[config.mk]
export PLATFORM = sky130hd
export DESIGN_NAME = sipo_capture
export DESIGN_NICKNAME = d
export VERILOG_FILES = /design/src/rtl/sipo_pkg.sv /design/src/rtl/sipo_shreg.sv /design/src/rtl/sipo_capture.sv
export SDC_FILE = /design/constraint.sdc
export NUM_CORES = 1
export LEC_CHECK = 0
export BUFFER_PORTS_ARGS = -buffer_cell sky130_fd_sc_hd__buf_2
export CORE_UTILIZATION = 35
export DETAILED_ROUTE_END_ITERATION = 12
export PLACE_DENSITY = 0.56
export SYNTH_ARGS = -nofsm -noshare
export SYNTH_HDL_FRONTEND = slang
export SYNTH_SLANG_ARGS = --single-unit
[constraint.sdc]
create_clock -name clk -period 2.1 [get_ports clk]
set_input_delay 0.105 -clock clk [delete_from_list [all_inputs] [get_ports clk]]
set_output_delay 0.105 -clock clk [all_outputs]
set_load 0.03 [all_outputs]
[src/rtl/sipo_pkg.sv]
// Shared types and constants for the serial-in/parallel-out capture stage.
package sipo_pkg;

  // Capture FSM encoding.
  typedef enum logic [1:0] {
    IDLE   = 2'd0,
    SHIFT  = 2'd1,
    PARITY = 2'd2,
    HOLD   = 2'd3
  } state_t;

  // Parity sense: 1 = even parity (total ones incl. parity bit must be even).
  localparam logic PARITY_EVEN = 1'b1;

endpackage

[src/rtl/sipo_shreg.sv]
// WIDTH-bit MSB-first shift register with clear, enable and a running
// XOR of every bit shifted in since the last clear.
module sipo_shreg #(
  parameter int WIDTH = 8
) (
  input  logic             clk,
  input  logic             reset,
  input  logic             i_clr,
  input  logic             i_en,
  input  logic             i_din,
  output logic [WIDTH-1:0] o_q,
  output logic             o_par
);

  logic [WIDTH-1:0] r_q;
  logic             r_par;

  // Shift in one bit per enabled cycle; clear wins over enable.
  always_ff @(posedge clk) begin
    if (reset) begin
      r_q   <= '0;
      r_par <= 1'b0;
    end else if (i_clr) begin
      r_q   <= '0;
      r_par <= 1'b0;
    end else if (i_en) begin
      r_q   <= {r_q[WIDTH-2:0], i_din};
      r_par <= r_par ^ i_din;
    end
  end

  assign o_q   = r_q;
  assign o_par = r_par;

endmodule

[src/rtl/sipo_capture.sv]
// Framed serial capture: start strobe, WIDTH data bits MSB-first, one parity
// bit. The checked word is held with a valid/ready handshake so the latch bank
// downstream only ever sees a stable, qualified word.
//
// state  | meaning
// IDLE   | waiting for start
// SHIFT  | accepting data bits
// PARITY | waiting for the parity bit
// HOLD   | word presented, waiting for word_ready
module sipo_capture
  import sipo_pkg::*;
#(
  parameter  int WIDTH = 8,
  localparam int CNT_W = $clog2(WIDTH + 1)
) (
  input  logic             clk,
  input  logic             reset,
  input  logic             start,
  input  logic             din,
  input  logic             din_valid,
  output logic [WIDTH-1:0] word_out,
  output logic             word_valid,
  input  logic             word_ready,
  output logic             parity_err,
  output logic             busy,
  output logic             overrun
);

  localparam logic [CNT_W-1:0] LAST_BIT = CNT_W'(WIDTH - 1);

  state_t           r_state;
  state_t           w_state_nxt;
  logic [CNT_W-1:0] r_count;
  logic [WIDTH-1:0] r_word_out;
  logic             r_word_valid;
  logic             r_parity_err;
  logic             r_overrun;

  logic             w_clr;
  logic             w_shift;
  logic             w_capture;
  logic             w_release;
  logic             w_overrun;
  logic [WIDTH-1:0] w_q;
  logic             w_par;

  sipo_shreg #(.WIDTH(WIDTH)) u_shreg (
    .clk   (clk),
    .reset (reset),
    .i_clr (w_clr),
    .i_en  (w_shift),
    .i_din (din),
    .o_q   (w_q),
    .o_par (w_par)
  );

  // State register.
  always_ff @(posedge clk) begin
    if (reset) r_state <= IDLE;
    else       r_state <= w_state_nxt;
  end

  // Next state and per-cycle control strobes.
  always_comb begin
    w_state_nxt = r_state;
    w_clr       = 1'b0;
    w_shift     = 1'b0;
    w_capture   = 1'b0;
    w_release   = 1'b0;
    w_overrun   = 1'b0;
    case (r_state)
      IDLE: begin
        if (start) begin
          w_state_nxt = SHIFT;
          w_clr       = 1'b1;
        end else if (din_valid) begin
          w_overrun = 1'b1;
        end
      end
      SHIFT: begin
        if (din_valid) begin
          w_shift = 1'b1;
          if (r_count == LAST_BIT) w_state_nxt = PARITY;
        end
      end
      PARITY: begin
        if (din_valid) begin
          w_capture   = 1'b1;
          w_state_nxt = HOLD;
        end
      end
      HOLD: begin
        w_overrun = din_valid;
        if (r_word_valid && word_ready) begin
          w_release = 1'b1;
          if (start) begin
            // back-to-back frame: no IDLE bubble
            w_state_nxt = SHIFT;
            w_clr       = 1'b1;
          end else begin
            w_state_nxt = IDLE;
          end
        end
      end
      default: w_state_nxt = IDLE;
    endcase
  end

  // Bit counter, held word, handshake flag and overrun pulse.
  always_ff @(posedge clk) begin
    if (reset) begin
      r_count      <= '0;
      r_word_out   <= '0;
      r_word_valid <= 1'b0;
      r_parity_err <= 1'b0;
      r_overrun    <= 1'b0;
    end else begin
      r_overrun <= w_overrun;
      if (w_clr)        r_count <= '0;
      else if (w_shift) r_count <= r_count + CNT_W'(1);
      if (w_capture) begin
        r_word_out   <= w_q;
        r_parity_err <= (w_par ^ din) ^ ~PARITY_EVEN;
        r_word_valid <= 1'b1;
      end else if (w_release) begin
        r_word_valid <= 1'b0;
      end
    end
  end

  assign word_out   = r_word_out;
  assign word_valid = r_word_valid;
  assign parity_err = r_parity_err;
  assign overrun    = r_overrun;
  assign busy       = (r_state == SHIFT) || (r_state == PARITY);

endmodule

==> impl_metrics.ini <==
[detailed_routing]
drtAntennaViolNets = 0
wire_per_inst_um = 11.6
vias_per_cell = 5.02
drt_pass1_iterations = 10
drt-initial-drc-count = 23
routed_wl_mm = 2.05
drc = 1
route.vias.total = 883

[worst_setup_path]
cp.arrival_ps = 2190
worstSetupPathType = flip-flop to flip-flop
rr_endpoint = r_state[0]
cp-start-kind = flip-flop
worst_ep_required_time_ps = 2320
r2r_start = r_state[0]
critPathMaxFanout = 5
reg2reg_slack_ps = 130
setup.worst_path.end_class = flip-flop
r2r_cells = 6

[sta]
slew_violations = 0
setup-tns-final_ps = 0
finalHoldViolations = 0
setup_violations = 0
slew_headroom_pct = 75.1
fmax_mhz = 508
finClkSkew_ps = 2.92
tightest_slew_ps = 373
finalCritPeriodShare_pct = 93.8
rsz0062_at_grt = false
timing.final.crit_period_ps = 1970

[status]
status = finished with violations
failed_checks = DRC

[floorplan]
pin_count = 18
coreArea_mm2 = 0.00283
start_util_pct = 38.1
rows = 19
die-height_um = 57.5
die-width_um = 57.5
dieArea_mm2 = 0.00330

[final_layout]
drive_above_1_share_pct = 15.2
final_area_mm2 = 0.00122
area_growth_syn_to_layout_pct = 12.9
diodes = 0
nFillCells = 306
finalNetCount = 160
final_common_cell = nand2_1
utilization_pct = 43.0
mostFrequentLayoutCells = nand2_1 (39), dfxtp_1 (26), a21oi_1 (18)

[synthesis]
synth.area.top_cells = dfxtp_1 (48%), nand2_1 (14%), a21oi_1 (8.4%)
synth_area_leader_cell = dfxtp_1
syn_nets = 141
syn_inst = 128
netlist.area_leader.share_pct = 48.3
syn_area_per_cell_um2 = 8.42
seq_area_frac_synth_pct = 48.3
yosys_warnings = 0
ys_seq_elements = 26
netlist_area_mm2 = 0.00108
synth_cell_type_count = 24

[global_route]
grtUsageMet3_pct = 2.72
gr-usage-all-layers_pct = 14.0
grt_pass1_vias = 813
grt_pass1_wl_mm = 3.47
use_met1_pct = 17.2
antenna_found_initial = 0
grt.busiest_layer = met2
grt-ovfl-total = 0
grt_max_degree = 17
use_met2_pct = 23.6

[worst_hold_path]
min-delay-start = din
holdPathStages = 3
hp-class = primary input to flip-flop
worstHoldEndpoint = u_shreg.o_q[0]

[clock_tree]
cts_buffers = 3
clk_latency_ps = 310
clockBufferDepth = 2
ctsResizeCount = 0
cts_setup_buffers = 0
hold_buffers = 0
cts_tree = built
htree_levels = 1
clk_pin_slew_ps = 120
clock_sinks = 26
root_buffer = clkbuf_4

[placement]
place.gp.congestion = 0.837
place_area_mm2 = 0.00119
hpwl_mm = 1.57
numPortBuffers = 17

[job]
cap_violations = 0

[power_and_ir_drop]
ir_drop_uv = 293
power_density_mw_per_mm2 = 935
p_leak_nw = 0.482
[routing by layer]
layer | wire, um | vias up | share of wire (%)
met3 | 65 | 5 | 3.2
li1 | - | 459 | -
met1 | 976 | 403 | 48
met4 | 38 | 0 | 1.9
met5 | 0 | - | 0
met2 | 969 | 16 | 47
[worst max-delay path, stage by stage, from the launching register on]
cell and delay [ps]:
dfxtp_1 440, inv_1 140, ha_1 240, o21ba_1 180, a221o_1 310, or4_1 480, o31ai_1 90
[cells in the mapped netlist (all sizes together)]
| library cell | n |
|---|---|
| nor4b | 1 |
| or4 | 1 |
| nand3b | 1 |
| a211oi | 2 |
| ha | 7 |
| and3 | 1 |
| inv | 3 |
| and2 | 2 |
| clkbuf | 4 |
| a31o | 2 |
| o21ai | 1 |
| a21oi | 18 |
| o21ba | 1 |
| nor2 | 9 |
| xnor2 | 2 |
| nand2 | 39 |
| o41ai | 1 |
| nor2b | 1 |
| nand4 | 1 |
| xor2 | 3 |
| dfxtp | 26 |
| o31ai | 1 |
| a221o | 1 |
[stage by stage]
step	hold WS [ps]	instances	power, mW	worst slack, ps
after floorplan	184	128	0.854	353
after global placement	423	173	0.937	281
after detailed placement	432	173	0.946	169
after CTS	89.4	176	1.15	129
after global routing	90.1	176	1.22	59.0
final	95.2	176	1.14	131
[registers in the layout (all words and copies together) (netlist names)]
signal         count
u_shreg.o_q        8
word_out           8
r_count            4
r_state            2
overrun            1
parity_err         1
u_shreg.o_par      1
word_valid         1
[area by class of cell]
class	count	area [um^2]	share of cell area, %
multi-input cells	95	531	43.6
flip-flops and latches	26	520	42.8
repair buffers	18	92.6	7.61
well taps	31	38.8	3.19
clock buffers	3	22.5	1.85
inverters	3	11.3	0.926
[power by group]
part           internal (mW)  switching (mW)  total [mW]  leakage, nW
clock                 0.0671           0.133       0.200       0.0138
sequential             0.526          0.0310       0.557        0.210
combinational          0.132           0.248       0.380        0.259
total                  0.725           0.413        1.14        0.482
[cells by family (layout without fill, tap and decap cells)]
kind of cell,after synthesis,in the layout,share of synthesized area (%)
compound gates,27,27,15.2
fa+ha+maj,7,7,8.13
simple gates,56,56,21.8
xor+xnor,5,5,4.07
flops,26,26,48.3
buf+inv,7,24,2.44
[how the worst max path moves through the flow]
stage | from | endpoint | slack [ps] | cells past startpoint
after detailed placement | r_state[0] | r_state[0] | 170 | 6
after CTS | r_state[0] | r_state[0] | 130 | 6
after global placement | r_state[0] | r_state[0] | 280 | 6
after floorplan | r_state[1] | r_state[0] | 350 | 6
final | r_state[0] | r_state[0] | 130 | 6
after global routing | r_state[0] | r_state[0] | 60 | 6
Power figures use the tool's default switching activity.
